$ cat src/rtl/alu_decode_stage.sv
// RV32I decode stage: a single registered slot between fetch and execute that turns an
// instruction word into ALU control, operand selects, a sign-extended immediate and control flags.
module alu_decode_stage #(
  parameter logic [31:0] RESET_NOP = 32'h0000_0013
) (
  input  logic        clk,
  input  logic        rst_n,
  input  logic        in_valid,
  output logic        in_ready,
  input  logic [31:0] in_instr,
  input  logic [31:0] in_pc,
  input  logic        flush,
  output logic        out_valid,
  input  logic        out_ready,
  output logic [31:0] out_instr,
  output logic [31:0] out_pc,
  output logic [3:0]  out_alu_ctrl,
  output logic [1:0]  out_sel_a,
  output logic        out_sel_b,
  output logic [31:0] out_imm,
  output logic [4:0]  out_rs1,
  output logic [4:0]  out_rs2,
  output logic [4:0]  out_rd,
  output logic        out_reg_write,
  output logic        out_mem_read,
  output logic        out_mem_write,
  output logic        out_branch,
  output logic        out_jump,
  output logic        out_illegal
);

  localparam logic [6:0] OPC_OP       = 7'b0110011;
  localparam logic [6:0] OPC_OP_IMM   = 7'b0010011;
  localparam logic [6:0] OPC_LOAD     = 7'b0000011;
  localparam logic [6:0] OPC_STORE    = 7'b0100011;
  localparam logic [6:0] OPC_BRANCH   = 7'b1100011;
  localparam logic [6:0] OPC_LUI      = 7'b0110111;
  localparam logic [6:0] OPC_AUIPC    = 7'b0010111;
  localparam logic [6:0] OPC_JAL      = 7'b1101111;
  localparam logic [6:0] OPC_JALR     = 7'b1100111;
  localparam logic [6:0] OPC_MISC_MEM = 7'b0001111;
  localparam logic [6:0] OPC_SYSTEM   = 7'b1110011;

  localparam logic [3:0] ALU_ADD  = 4'b0000;
  localparam logic [3:0] ALU_SLT  = 4'b0010;
  localparam logic [3:0] ALU_SLTU = 4'b0011;
  localparam logic [3:0] ALU_SUB  = 4'b1000;
  localparam logic [3:0] ALU_SRA  = 4'b1101;

  localparam logic [1:0] SEL_A_PC   = 2'b01;
  localparam logic [1:0] SEL_A_ZERO = 2'b10;

  typedef struct packed {
    logic [31:0] instr;
    logic [31:0] pc;
    logic [31:0] imm;
    logic [3:0]  ctrl;
    logic [1:0]  sel_a;
    logic        sel_b;
    logic [4:0]  rs1;
    logic [4:0]  rs2;
    logic [4:0]  rd;
    logic        reg_write;
    logic        mem_read;
    logic        mem_write;
    logic        branch;
    logic        jump;
    logic        illegal;
  } entry_t;

  localparam entry_t RESET_ENTRY = '{instr: RESET_NOP, default: '0};

  logic [6:0]  opcode;
  logic [2:0]  funct3;
  logic [6:0]  funct7;
  logic [31:0] imm_i, imm_s, imm_b, imm_u, imm_j, shamt;
  logic        legal;
  entry_t      dec_d;
  entry_t      entry_d, entry_q;
  logic        valid_d, valid_q;
  logic        accept, consume;

  assign opcode = in_instr[6:0];
  assign funct3 = in_instr[14:12];
  assign funct7 = in_instr[31:25];

  assign imm_i = {{21{in_instr[31]}}, in_instr[30:20]};
  assign imm_s = {{21{in_instr[31]}}, in_instr[30:25], in_instr[11:7]};
  assign imm_b = {{20{in_instr[31]}}, in_instr[7], in_instr[30:25], in_instr[11:8], 1'b0};
  assign imm_u = {in_instr[31:12], 12'b0};
  assign imm_j = {{12{in_instr[31]}}, in_instr[19:12], in_instr[20], in_instr[30:21], 1'b0};
  // Legal shifts always have instr[31]=0, so the shift amount alone is the immediate.
  assign shamt = {27'b0, in_instr[24:20]};

  always_comb begin
    legal       = 1'b1;
    dec_d       = '0;
    dec_d.instr = in_instr;
    dec_d.pc    = in_pc;
    dec_d.rs1   = in_instr[19:15];
    dec_d.rs2   = in_instr[24:20];
    dec_d.rd    = in_instr[11:7];
    dec_d.ctrl  = ALU_ADD;
    case (opcode)
      OPC_OP: begin
        dec_d.ctrl      = {funct7[5], funct3};
        dec_d.reg_write = 1'b1;
        legal = (funct7 == 7'h00) ||
                (funct7 == 7'h20 && (funct3 == 3'b000 || funct3 == 3'b101));
      end
      OPC_OP_IMM: begin
        dec_d.ctrl      = {1'b0, funct3};
        dec_d.sel_b     = 1'b1;
        dec_d.imm       = imm_i;
        dec_d.reg_write = 1'b1;
        if (funct3 == 3'b001) begin
          dec_d.imm = shamt;
          legal     = (funct7 == 7'h00);
        end else if (funct3 == 3'b101) begin
          dec_d.imm = shamt;
          legal     = (funct7 == 7'h00) || (funct7 == 7'h20);
          if (funct7 == 7'h20) dec_d.ctrl = ALU_SRA;
        end
      end
      OPC_LOAD: begin
        dec_d.sel_b     = 1'b1;
        dec_d.imm       = imm_i;
        dec_d.mem_read  = 1'b1;
        dec_d.reg_write = 1'b1;
      end
      OPC_STORE: begin
        dec_d.sel_b     = 1'b1;
        dec_d.imm       = imm_s;
        dec_d.mem_write = 1'b1;
      end
      OPC_BRANCH: begin
        dec_d.imm    = imm_b;
        dec_d.branch = 1'b1;
        case (funct3)
          3'b000, 3'b001: dec_d.ctrl = ALU_SUB;
          3'b100, 3'b101: dec_d.ctrl = ALU_SLT;
          3'b110, 3'b111: dec_d.ctrl = ALU_SLTU;
          default:        legal      = 1'b0;
        endcase
      end
      OPC_LUI: begin
        dec_d.sel_a     = SEL_A_ZERO;
        dec_d.sel_b     = 1'b1;
        dec_d.imm       = imm_u;
        dec_d.reg_write = 1'b1;
      end
      OPC_AUIPC: begin
        dec_d.sel_a     = SEL_A_PC;
        dec_d.sel_b     = 1'b1;
        dec_d.imm       = imm_u;
        dec_d.reg_write = 1'b1;
      end
      OPC_JAL: begin
        dec_d.sel_a     = SEL_A_PC;
        dec_d.sel_b     = 1'b1;
        dec_d.imm       = imm_j;
        dec_d.jump      = 1'b1;
        dec_d.reg_write = 1'b1;
      end
      OPC_JALR: begin
        dec_d.sel_b     = 1'b1;
        dec_d.imm       = imm_i;
        dec_d.jump      = 1'b1;
        dec_d.reg_write = 1'b1;
        legal           = (funct3 == 3'b000);
      end
      OPC_MISC_MEM, OPC_SYSTEM: ;
      default: legal = 1'b0;
    endcase
    if (!legal) begin
      dec_d.ctrl      = ALU_ADD;
      dec_d.sel_a     = '0;
      dec_d.sel_b     = 1'b0;
      dec_d.imm       = '0;
      dec_d.reg_write = 1'b0;
      dec_d.mem_read  = 1'b0;
      dec_d.mem_write = 1'b0;
      dec_d.branch    = 1'b0;
      dec_d.jump      = 1'b0;
      dec_d.illegal   = 1'b1;
    end
  end

  // Handshake: a transfer happens on an edge where valid && ready on that side. in_ready is
  // combinational (slot empty or being drained), so a consume and an accept may share an edge.
  // flush clears the slot and drops any word accepted on the same edge.
  assign in_ready = !valid_q || out_ready;
  assign accept   = in_valid && in_ready;
  assign consume  = valid_q && out_ready;

  always_comb begin
    valid_d = valid_q;
    entry_d = entry_q;
    if (flush) begin
      valid_d = 1'b0;
    end else if (accept) begin
      valid_d = 1'b1;
      entry_d = dec_d;
    end else if (consume) begin
      valid_d = 1'b0;
    end
  end

  always_ff @(posedge clk or negedge rst_n) begin
    if (!rst_n) begin
      valid_q <= 1'b0;
      entry_q <= RESET_ENTRY;
    end else begin
      valid_q <= valid_d;
      entry_q <= entry_d;
    end
  end

  assign out_valid     = valid_q;
  assign out_instr     = entry_q.instr;
  assign out_pc        = entry_q.pc;
  assign out_alu_ctrl  = entry_q.ctrl;
  assign out_sel_a     = entry_q.sel_a;
  assign out_sel_b     = entry_q.sel_b;
  assign out_imm       = entry_q.imm;
  assign out_rs1       = entry_q.rs1;
  assign out_rs2       = entry_q.rs2;
  assign out_rd        = entry_q.rd;
  assign out_reg_write = entry_q.reg_write;
  assign out_mem_read  = entry_q.mem_read;
  assign out_mem_write = entry_q.mem_write;
  assign out_branch    = entry_q.branch;
  assign out_jump      = entry_q.jump;
  assign out_illegal   = entry_q.illegal;

endmodule

$ cat config.mk
export PLATFORM = sky130hd
export DESIGN_NAME = alu_decode_stage
export DESIGN_NICKNAME = d
export VERILOG_FILES = /design/src/rtl/alu_decode_stage.sv
export SDC_FILE = /design/constraint.sdc
export NUM_CORES = 1
export LEC_CHECK = 0
export CAP_MARGIN = 0
export CORE_UTILIZATION = 35
export DETAILED_ROUTE_END_ITERATION = 7
export PLACE_DENSITY = 0.78
export SYNTH_ARGS = -nofsm -noshare
export SYNTH_HDL_FRONTEND = slang
export SYNTH_SLANG_ARGS = --single-unit
$ cat constraint.sdc
create_clock -name clk -period 4.3 [get_ports clk]
set_input_delay 0.86 -clock clk [delete_from_list [all_inputs] [get_ports clk]]
set_output_delay 0.86 -clock clk [all_outputs]
set_load 0.02 [all_outputs]
### Word-level counts from Yosys, hierarchy flattened

Cells that the tools add are included.

| operators by class | value |
|---|---|
| muxes and demuxes | 23 |
| reduce and logical (&&, ||, !) cells | 23 |
| eq/ne operators | 17 |
| bitwise logic cells | 1 |

Operators by type and width:

| operator | count |
|---|---|
| $pmux W32 S6 | 1 |
| $mux W39 | 1 |
| $mux W36 | 1 |
| $mux W32 | 1 |
| $eq A7 B6 Y1 const B | 4 |
| $eq A7 B7 Y1 const B | 4 |
| $pmux W4 S3 | 2 |
| $reduce_or A7 Y1 | 3 |
| $eq A7 B5 Y1 const B | 2 |
| $reduce_or A2 Y1 | 7 |
| $eq A3 B3 Y1 const B | 4 |
| $mux W1 | 12 |
| $mux W4 | 2 |
| $eq A7 B2 Y1 const B | 1 |
| $eq A7 B4 Y1 const B | 1 |
| $logic_not A7 Y1 | 1 |
| $mux W6 | 1 |
| $reduce_or A6 Y1 | 1 |
| $pmux W1 S5 | 1 |
| $logic_or A1 B1 Y1 | 4 |
| $pmux W2 S2 | 1 |
| $eq A3 B1 Y1 const B | 1 |
| $logic_and A1 B1 Y1 | 3 |
| $logic_not A3 Y1 | 1 |
| 4 further kinds | 4 |

| storage, ports and cells | value |
|---|---|
| register bits | 125 |
| output and inout port bits | 126 |
| bits of input ports | 69 |

### Longest topological paths before layout

| logic depth | value |
|---|---|
| depth in word-level cells | 6 |
| depth in mapped cells | 8 |

### Least setup slack after synthesis

OpenSTA, ideal clock, no wires.

| timing path | value |
|---|---|
| kind | input -> register |
| from | input port in_instr[4] |
| to | register entry_q (netlist bit out_imm[18]) |
| stages | 7 |
| setup time | 134 ps |
| setup slack | 2052 ps |
| data required time | 4166 ps |
| arrival | 2114 ps |
| cell sequence | buf_2 -> or3b_1 -> nand4_1 -> o211ai_1 -> a211oi_2 -> buf_2 -> o31ai_1 |

| on the way | value |
|---|---|
| longest elaborated chain between the ends | 4 |
| elaborated cells between the ends (all ways) | 17 |
| classes of those cells | 11 x eq/ne; 3 x mux; 3 x reduce/logical |

Ends and longest elaborated chain:

| item | line | RTL |
|---|---|---|
| from (decl) | 10 | `input logic [31:0] in_instr,` |
| $eq A7 B7 Y1 (tied with other cells) | 104 | `case (opcode)` |
| $reduce_or A7 Y1 (no line) / $reduce_or A2 Y1 (equally long branches) | - |  |
| $pmux W1 S5 / $pmux W32 S6 (equally long branches) | 104 |  |
| $mux W39 (*) | 175 | `if (!legal) begin` |
| to (signal assigned) | 215 | `entry_q <= entry_d;` |
| to (decl) | 79 | `entry_t entry_d, entry_q;` |

Mark *: on every way between the ends. The rest lies on a longest branch, timed or not.
A chain may end at the register's enable or synchronous reset.

### Worst setup path in the final report

| timing path | value |
|---|---|
| from | input port out_ready |
| to | output port in_ready |

| on the way | value |
|---|---|
| longest elaborated chain between the ends | 1 |

Ends and longest elaborated chain:

| item | line | RTL |
|---|---|---|
| from (decl) | 14 | `input logic out_ready,` |
| $logic_or A1 B1 Y1 | 192 | `assign in_ready = !valid_q \|\| out_ready;` |
| to (decl) | 9 | `output logic in_ready,` |

No other way between the ends.

==> out/results.tsv <==
stage	metric	value	unit
placed_design	routability cong.	0.856	
synth	post-synthesis register bit count	110	
clock_network	Clock Sinks	110	
sta	RSZ-0062 raised after global routing	no	
drt	Via Count	4488	
power_and_ir_drop	Pwr Density	380	nW/um2
placed_design	Placed Area	6920	um2
clock_network	clk buf depth	2	
sta	Tmin final	3.02	ns
clock_network	cts repair resizes	0	
synth	Mapped Nets	634	
power_and_ir_drop	Pwr Total	2.76	mW
placed_design	Detail Placement HPWL	10.1	mm
worst_setup_path	CP Launch Type	primary input	
final_layout	area delta synth->final	46.8	%
drt	initial drt markers	265	
die	die width	121	um
outcome	status	finished clean	
sta	Worst-Margin Slew	0.638	ns
die	I/O pin count	195	
sta	Slew Viols, Final	0	
synth	post-synthesis cell count	565	
clock_network	Clock H-tree levels	3	
final_layout	# diodes	0	
clock_network	clk root buf	clkbuf_16	
synth	Yosys Warn Count	0	
synth	Synth top area share	54.1	%
global_route	vias in the first global route	4278	
sta	clk_skew	0.00804	ns
drt	routed wl met2	6.92	mm
drt	Detailed Route WL	14.4	mm
clock_network	Inserted Clock Buffers	9	
power_and_ir_drop	Leakage	3.23	nW
synth	synth cell count leaders	247 x nand2_1, 107 x dfrtp_1, 34 x o31ai_1	
final_layout	post-route cell area	7260	um2
worst_setup_path	Critical Path Fanout Max	3	
global_route	total track usage	20.5	%
drt	Met3 Wirelength	1.34	mm
synth	most frequent cell after synthesis	nand2_1	
synth	ranking of synthesized cells by area	dfrtp_1 54%, nand2_1 19%, o31ai_1 5.2%, a21oi_1 2.4%, buf_4 2.4%	
drt	Final ANT Viol Nets	0	
clock_network	clock insertion delay at the later pin of the skew report	0.34	ns
power_and_ir_drop	Max VDD drop	191	uV
sta	Fin. Hold Viols	0	
clock_network	hold_buf cts	0	
die	DIE HEIGHT	121	um
die	initial core utilization	35.8	%
sta	Finish-stage setup viols	0	
drt	Residual DRC	0	
drt	WL/cell	15.9	um
drt	drt pass-1 iters	4	
final_layout	share of layout cells above drive strength 1	4.67	%
synth	Syn Area/Cell	8.76	um2
synth	biggest area consumer among synthesized cells	dfrtp_1	
clock_network	CTS tree	done	
synth	asr flop ratio synth	100	%
synth	EDFF count, synth	0	
synth	Post-synth top flop	dfrtp_1	
die	die area	14600	um2
worst_setup_path	CP required	3.44	ns
drt	vias per cell	4.94	
worst_setup_path	Crit Path Category	primary input to output port	
synth	library cells used by synthesis	42	
final_layout	Final nets	792	
sta	fin crit share	70.2	%
clock_network	postcts setup bufs	0	
global_route	gr ovfl total	0	
global_route	antenna violations before repair	0	
sta	setup TNS	0	ns
global_route	first-pass GRT wire length	23.3	mm
sta	Peak Freq	0.331	GHz
drt	highest metal used	met4	
die	row cnt	43	
hold_path	Hold Crit Class	primary input to asynchronous set/reset pin	
worst_setup_path	CP endpoint kind	output port	
clock_network	Reg clk slew, reported paths	0.07	ns
synth	register area share after synthesis	55.7	%
die	total core area	13800	um2
placed_design	Port-buffer cells	194	
global_route	largest net degree at the start of global routing	119	
drt	Post-Route M1 WL	6.05	mm
worst_setup_path	Arr. time, crit path	2.16	ns
job	MaxCap Viol Count	0	
sta	Slew HR	57.3	%
synth	Cell Area, Synth	4950	um2
-- routing by layer --
metal  vias up  track usage, %
met4         0            4.78
li1       2162               -
met3        12            6.58
met1      2150            26.5
met2       164            33.2
met5         -               0
-- area by class of cell --
type,instances,area [um2]
clock buffer,12,267
multi-input combinational,395,1900
fill,1287,6560
sequential,110,2760
clock inverter,4,77.6
timing repair buffer,204,2030
tap,180,225
inverter,3,11.3
-- worst paths after layout --
check	startpoint	end	slack [ns]	depth (start not counted)
max	out_ready	in_ready	1.28	4
min reg2reg	out_instr[1]	out_instr[1]	0.46	2
min	rst_n	out_pc[10]	0.46	1
max reg2reg	out_valid	out_mem_write	2.38	4
max in group asynchronous	rst_n	out_instr[4]	2.93	2
min in group clk	out_instr[1]	out_instr[1]	0.47	2
-- flip-flops by register name, indices dropped and copies added, names as in the netlist, 2 cells and up --
signal        flops
out_alu_ctrl      4
out_imm          32
out_instr        32
out_pc           32
out_sel_a         2
-- report_power, final --
group	switching [mW]	total, mW	internal (mW)
Clock	0.376	0.937	0.561
Sequential	0.0530	1.18	1.13
Combinational	0.343	0.640	0.297
Total	0.772	2.76	1.98
-- placed cells by master (no fill, tap or decap), types with 2 or more instances in the layout --
| cell | n |
|---|---|
| nand2_1 | 247 |
| clkdlybuf4s50_1 | 193 |
| dfrtp_1 | 107 |
| o31ai_1 | 34 |
| a21oi_1 | 24 |
| o21ai_0 | 13 |
| buf_4 | 10 |
| nor2_1 | 9 |
| nand3_1 | 9 |
| clkbuf_16 | 9 |
| a22oi_1 | 7 |
| nor2b_1 | 5 |
| nand2b_1 | 5 |
| nor3_1 | 5 |
| o211ai_1 | 4 |
| inv_1 | 3 |
| and3_1 | 3 |
| nand4_1 | 3 |
| a31oi_1 | 3 |
| clkbuf_8 | 3 |
| dfstp_2 | 3 |
| and3b_1 | 2 |
| a32oi_1 | 2 |
| bufinv_16 | 2 |
| clkinv_4 | 2 |
-- kinds of logic (layout without fill, tap and decap cells) --
| family | after synthesis | after routing | synth area share [%] |
|---|---|---|---|
| DFF | 110 | 110 | 55.7 |
| muxes | 3 | 3 | 0.657 |
| AOI/OAI and AO/OA | 94 | 94 | 12.5 |
| xor gates and xnor gates | 1 | 1 | 0.177 |
| buffers and inverters | 60 | 223 | 6.14 |
| and+or+nand+nor | 297 | 297 | 24.8 |
-- stage by stage --
| stage | setup WS, ns | hold WS [ns] | instances | util [%] |
|---|---|---|---|---|
| final | 1.28 | 0.465 | 908 | 52.5 |
| after global routing | 1.18 | 0.485 | 908 | 52.5 |
| after CTS | 1.27 | 0.466 | 908 | 52.5 |
| after detailed placement | 1.04 | 0.457 | 892 | 50.0 |
| after global placement | 1.14 | 0.448 | 892 | 50.0 |
| after floorplan | 2.05 | 0.492 | 565 | - |
-- worst max-delay path, cell delays in order --
cell             delay (ns)
clkdlybuf4s50_1        0.42
nor2b_1                0.25
inv_1                  0.09
clkdlybuf4s50_1        0.54
Power figures use the tool's default switching activity.
